--- config.mk ---
export PLATFORM = sky130hd
export DESIGN_NAME = touch_region_colour_grid
export DESIGN_NICKNAME = d
export VERILOG_FILES = /design/src/rtl/touch_region_colour_grid.sv
export SDC_FILE = /design/constraint.sdc
export NUM_CORES = 1
export LEC_CHECK = 0
export CORE_MARGIN = 4
export CORE_UTILIZATION = 55
export CTS_CLUSTER_SIZE = 16
export DETAILED_ROUTE_END_ITERATION = 12
export MAX_ROUTING_LAYER = met4
export PLACE_DENSITY = 0.86
export REMOVE_ABC_BUFFERS = 1
export SETUP_SLACK_MARGIN = 0.5
export SYNTH_ARGS = -nofsm -noshare
export SYNTH_HDL_FRONTEND = slang
export SYNTH_SLANG_ARGS = --single-unit
--- constraint.sdc ---
create_clock -name Clock -period 3.6 [get_ports Clock]
set_input_delay 0.9 -clock Clock [delete_from_list [all_inputs] [get_ports Clock]]
set_output_delay 0.9 -clock Clock [all_outputs]
set_load 0.005 [all_outputs]
--- src/rtl/touch_region_colour_grid.sv ---
// Touch-editable colour grid: each screen rectangle holds a {green,blue,red} code,
// qualified touches edit the touched rectangle, and the LCD pixel request returns registered RGB.
module touch_region_colour_grid #(
   parameter int H_REGIONS      = 4,
   parameter int V_REGIONS      = 2,
   parameter int LEVEL_BITS     = 1,
   parameter int H_PIXELS       = 800,
   parameter int V_PIXELS       = 480,
   parameter int HOLDOFF_CYCLES = 5000000,
   localparam int HB   = $clog2(H_REGIONS),
   localparam int VB   = $clog2(V_REGIONS),
   localparam int NREG = H_REGIONS * V_REGIONS,
   localparam int RW   = (HB + VB) > 0 ? HB + VB : 1,
   localparam int CW   = 3 * LEVEL_BITS,
   localparam int REP  = (8 + LEVEL_BITS - 1) / LEVEL_BITS,
   localparam int HW   = HOLDOFF_CYCLES > 0 ? $clog2(HOLDOFF_CYCLES + 1) : 1
) (
   input  logic          Clock,
   input  logic          Resetn,
   input  logic [1:0]    Mode,
   input  logic          Touch_En,
   input  logic          Coord_En,
   input  logic [11:0]   X_Coord,
   input  logic [11:0]   Y_Coord,
   input  logic [9:0]    Pixel_X,
   input  logic [9:0]    Pixel_Y,
   output logic [7:0]    Red,
   output logic [7:0]    Green,
   output logic [7:0]    Blue,
   output logic          Event_Valid,
   output logic [RW-1:0] Last_Region,
   output logic [15:0]   Event_Count
);

   logic [CW-1:0] code [NREG];
   logic [CW-1:0] cur;
   logic [HW-1:0] hold;
   logic          coord_d;
   logic          accept;
   logic [RW-1:0] touch_idx;
   logic [RW-1:0] pix_idx;
   int            pcol, prow;

   // Top coordinate bits pick the region; a shift by 12 yields 0 for a single-region axis.
   assign touch_idx = RW'(int'(Y_Coord >> (12 - VB)) * H_REGIONS + int'(X_Coord >> (12 - HB)));
   assign accept    = Coord_En & ~coord_d & Touch_En & (hold == '0);

   // Column is the last boundary not beyond the pixel, so out-of-range pixels land in the last column.
   always_comb begin
      pcol = 0;
      prow = 0;
      for (int c = 1; c < H_REGIONS; c++)
         if (int'(Pixel_X) >= c * H_PIXELS / H_REGIONS) pcol = c;
      for (int r = 1; r < V_REGIONS; r++)
         if (int'(Pixel_Y) >= r * V_PIXELS / V_REGIONS) prow = r;
      pix_idx = RW'(prow * H_REGIONS + pcol);
   end

   assign cur = code[pix_idx];

   function automatic logic [7:0] expand(input logic [LEVEL_BITS-1:0] f);
      logic [REP*LEVEL_BITS-1:0] r;
      r = {REP{f}};
      return r[REP*LEVEL_BITS-1 -: 8];
   endfunction

   always_ff @(posedge Clock or negedge Resetn) begin
      if (!Resetn) begin
         coord_d     <= 1'b0;
         hold        <= '0;
         Event_Valid <= 1'b0;
         Last_Region <= '0;
         Event_Count <= '0;
         Red         <= '0;
         Green       <= '0;
         Blue        <= '0;
         for (int i = 0; i < NREG; i++) code[i] <= CW'(i);
      end else begin
         coord_d     <= Coord_En;
         Event_Valid <= accept;
         // Pixel reads the pre-update code when an edit lands on the same region.
         Red   <= expand(cur[LEVEL_BITS-1:0]);
         Blue  <= expand(cur[2*LEVEL_BITS-1:LEVEL_BITS]);
         Green <= expand(cur[3*LEVEL_BITS-1:2*LEVEL_BITS]);
         if (accept) begin
            hold        <= HW'(HOLDOFF_CYCLES);
            Last_Region <= touch_idx;
            if (Event_Count != 16'hFFFF) Event_Count <= Event_Count + 16'd1;
            case (Mode)
               2'b00: code[touch_idx] <= code[touch_idx] + 1'b1;
               2'b01: code[touch_idx] <= code[touch_idx] - 1'b1;
               2'b10: code[touch_idx] <= '0;
               default: for (int i = 0; i < NREG; i++) code[i] <= CW'(i);
            endcase
         end else if (hold != '0) begin
            hold <= hold - 1'b1;
         end
      end
   end

endmodule

## Word-level counts from Yosys, hierarchy flattened

Cells that the tools add are included.

| word-level totals | value |
|---|---|
| memories kept | 0 |
| bits in writable memories | 0 |
| ROM bits | 0 |
| register bits | 71 |
| latch bits | 0 |
| word-level logic and storage cells | 63 |

| operators by class | value |
|---|---|
| muxes and demuxes | 17 |
| equality and inequality tests | 3 |
| bitwise gates (word level) | 8 |
| div/mod/pow operators | 0 |
| add/subtract/negate cells | 6 |
| shifts and indexed selects | 0 |
| order comparisons | 7 |
| multipliers | 0 |
| reductions and logical operators | 6 |

Operators by type and width:

| kind | count |
|---|---|
| 24-bit case mux with 3 select lines | 1 |
| 24-bit bitwise mux | 2 |
| 23-bit 2-to-1 mux | 2 |
| 24-bit bitwise AND | 1 |
| 24-bit inverter | 1 |
| 23-bit logical NOT | 1 |
| 23-bit nonzero test | 1 |
| 23-bit by 1-bit subtractor with 23-bit output (second input constant) | 1 |
| 10-bit by 8-bit >= comparator with 1-bit output (second input constant) | 2 |
| 3-bit binary-select mux with 3-bit select | 2 |
| 16-bit by 1-bit adder with 16-bit output (second input constant) | 1 |
| 16-bit inequality test (second input constant) | 1 |
| 3-bit 2-to-1 mux | 5 |
| 10-bit >= comparator (second input constant) | 1 |
| 10-bit by 9-bit >= comparator with 1-bit output (second input constant) | 1 |
| 3-bit demux with 3-bit select | 1 |
| 4-bit >= comparator (second input constant) | 2 |
| 3-bit inverter with 4-bit output | 2 |
| 4-bit by 1-bit less-than comparator with 1-bit output (second input constant) | 1 |
| 2-bit 2-to-1 mux | 2 |
| 3-bit by 1-bit adder with 3-bit output (second input constant) | 1 |
| 3-bit by 2-bit adder with 3-bit output | 1 |
| 3-bit adder | 1 |
| 1-bit bitwise AND | 3 |
| other kinds (9) | 10 |

## Logic depth before layout (Yosys ltp)

| logic depth | value |
|---|---|
| word-level depth | 9 |
| gate-level depth with buffers | 14 |

## Worst setup path before layout

OpenSTA, ideal clock, no wires.

| timing | value |
|---|---|
| path type | input to register |
| from | input X_Coord[10] |
| to | register code[10] in the netlist's numbering |
| data arrival time | 3.306 ns |
| stages | 12 |
| data required time | 3.534 ns |
| setup time | 0.066 ns |
| path slack | 0.228 ns |
| path through | buf_2 clkbuf_1 clkbuf_1 nand2_1 o211ai_1 o21ai_0 and3_1 ha_1 nand2b_1 or4_1 a21oi_1 a221o_1 |

| on the way | value |
|---|---|
| longest elaborated chain between the ends | 9 |
| elaborated cells on any way between the ends | 17 |

Ends and longest elaborated chain:

| element | RTL line | text |
|---|---|---|
| start: declaration | 23 | `input logic [11:0] X_Coord,` |
| 3-bit by 2-bit adder with 3-bit output * | 45 | `assign touch_idx = RW'(int'(Y_Coord >> (12 - VB)) * H_REGIONS + int'(X_Coord >> (12 - HB)));` |
| 3-bit inverter with 4-bit output (not written as such) * | 90, 91, 92 |  |
| branches (longest 6 deep; another with 3-bit by 1-bit subtractor with 3-bit output) | -- |  |
| 24-bit case mux with 3 select lines * | 89 | `case (Mode)` |
| end signal: indexed assignment | 90 | `2'b00: code[touch_idx] <= code[touch_idx] + 1'b1;` |
| end signal: indexed assignment | 91 | `2'b01: code[touch_idx] <= code[touch_idx] - 1'b1;` |
| end: declaration | 35 | `logic [CW-1:0] code [NREG];` |

Every way passes the cells marked *. The select of a mux whose other input is x is not followed.
A chain may end at the register's enable or synchronous reset.

## Worst setup path after layout

Ends and elaborated chain as after synthesis.

==> reports/results.ini <==
[grt]
grt_max_degree=44
antenna_found_initial=0
grt_pass1_vias=3493
grt_usage_pct=24.66
grt_pass1_wl_mm=16.99
grt.overflow.total=0

[sta]
timing.hold.ws_ns=0.4685
tightest_slew_ns=0.7889
max-slew-margin-rel_pct=46.92
finalMaxSlewViolations=0
clock_skew_ns=0.01206
setup_ws_ns=0.6650
fmax_ghz=0.3407
post-route-min-period_ns=2.935
rsz0062_at_grt=false
fin_crit_sh_pct=81.53
setup_violations=0
finalHoldViolCount=0
tns_ns=0

[finish]
nFillCells=526
num_antenna_cells=0
multiInputGateArea_um2=2183
nNetsFinal=555
syn2layout_area_growth_pct=22.06
regArea_um2=1792
drive_above_1_share_pct=14.43

[clock_network]
postCtsHoldBufs=0
cts_setup_buffers=0
clock_path_buffers=2
numCtsBuffers=9
cts_sinks=71
root_buffer=clkbuf_8
htree_levels=3
clock_latency_ns=0.36
path_clk_slew_ns=0.08
cts_tree=yes

[detailed_routing]
avgRoutedWirePerCell_um=17.38
drtIter0Drc=308
viasPerCell=6.051
vias=3661
route.detailed.drc=0
ant_nets=0
drt-total-wl_mm=10.52
drtPass1Iterations=5

[logic_synthesis]
ys_async_sr_fraction_pct=100.0
synth_edf_count=0
synth_seq_cells=71
synth.avg_cell_area_um2=9.491
synth_flop_cell=dfrtp_1
ys_seq_area_share_pct=42.52
ys_top_cells_by_area=dfrtp_1, dfstp_2, mux2i_1
ys_warn_count=0
synth_top_area_share_pct=35.04
yosys.area.top_type=dfrtp_1
syn-cell-area_um2=4214
syn-instance-count=444
synth.distinct_cells=56

[placement]
place.gp.congestion=0.9577
dp_slack_ns=0.03129
dp_hpwl_mm=7.460
numPortBuffers=65

[flow_run]
maxCapViolCount=0

[die]
die_x_um=95.53
io_pins=94
core_um2=7331
rows=31
fp.dieH_um=95.53
dieArea_um2=9126
start_util_pct=57.48

[pwr]
p_leak_uw=0.002116
ir_drop_v=0.0003877
power_density_nw_per_um2=396.5

[run_status]
outcome=finished clean

[critical_path]
worstPathRequired_ns=3.90
cp_max_fo=12
critPathLaunchType=input pin
arrival_ns=3.24
critical_path_class=input pin to flop
end_kind=flop

[hold_path]
holdCritPathClass=flop to flop

## power by group
group          switching, µW  total, µW  internal, µW  leakage, µW
registers                113        995           882     0.000875
clock network            319        642           324    0.0000968
logic                    186        402           216      0.00114
## final timing paths
| check | from | end | slack, ns | cells after the start |
|---|---|---|---|---|
| setup / recovery | X_Coord[10] | code[10] | 0.66 | 10 |
| hold / removal | Last_Region[0] | Last_Region[0] | 0.47 | 2 |
| setup reg to reg | hold[0] | Event_Count[14] | 0.92 | 7 |
| hold reg to reg | Last_Region[0] | Last_Region[0] | 0.47 | 2 |
| max in group asynchronous | Resetn | code[6] | 2.58 | 2 |
| min in group asynchronous | Resetn | hold[17] | 0.55 | 2 |
## registers in the layout, summed over array words and instances (netlist names)
signal and flops:
Red 1, Event_Valid 1, hold 23, Blue 1, Green 1, coord_d 1
Last_Region 3, code 24, Event_Count 16
## per-layer routing
metal	global-route usage [%]	wire (µm)	part of all wire [%]	up-vias
li1	-	-	-	1711
met1	31.41	4408	42	1751
met2	37.70	5049	48	172
met3	5.604	826	7.9	27
met4	10.78	232	2.2	0
met5	-	0	0	-
## layout make-up
| type | count | share of cell area (%) |
|---|---|---|
| Multi-Input combinational cell | 328 | 42.45 |
| Sequential cell | 71 | 34.83 |
| Timing Repair Buffer | 84 | 15.98 |
| Clock buffer | 10 | 2.481 |
| Tap cell | 99 | 2.408 |
| Clock inverter | 6 | 1.338 |
| Inverter | 7 | 0.5108 |
## logic make-up after synthesis
| logic type | count (synthesis) | share of synthesized area [%] |
|---|---|---|
| xor+xnor | 26 | 5.404 |
| fa+ha+maj | 4 | 1.188 |
| buf+inv | 45 | 6.116 |
| compound gates | 83 | 12.08 |
| mux | 26 | 6.977 |
| flops | 71 | 42.52 |
| simple gates | 189 | 25.71 |
## synth_stat cells, types with 5 or more instances
master	instances
buf_4	21
nand3b_1	8
nand3_1	18
nor2_1	27
nand2b_1	7
nor2b_1	6
o21bai_1	7
or3_1	6
dfstp_2	12
dfrtp_1	59
nor4_1	11
nand2_1	42
nor3b_1	5
mux2i_1	17
xnor2_1	19
xor2_1	7
o21ai_0	23
nand4_1	10
mux2_2	7
a21oi_1	27
inv_1	7
and3_1	5
clkbuf_1	13
nor3_1	21
## worst max-delay path: stages
cell	delay [ns]
dlygate4sd2_1	0.30
buf_12	0.17
mux2i_2	0.22
o32ai_1	0.14
nor3_2	0.26
ha_1	0.29
nand2b_1	0.18
or4_1	0.47
a21oi_1	0.17
a221o_1	0.13
## per-stage QoR
stage / cell area, µm² / util, % / power (µW) / cells
detailed placement: 4900 / 66.84 / 1403 / 588
global placement: 4900 / 66.84 / 1382 / 588
floorplan: 3983 / - / 1202 / 406
finish: 5144 / 70.17 / 2039 / 605
global route: 5144 / 70.17 / 2133 / 605
CTS: 5139 / 70.10 / 2046 / 605
## layout by cell type (no fill, tap or decap), types with 16 or more instances in the layout
cell type	instances
xnor2_1	19
dfrtp_1	59
nor2_1	27
buf_4	17
a21oi_1	27
nand2_1	42
o21ai_0	23
nor3_1	19
mux2i_1	16
clkdlybuf4s50_1	61
nand3_1	18
## timing repair
item / in CTS / in global routing
cloned: 1 / 0
pin swaps: 1 / 0
gates resized for setup: 6 / 1
endpoints found under the setup margin: 11 / 1
Note: power is estimated with default switching activity, not from simulation.
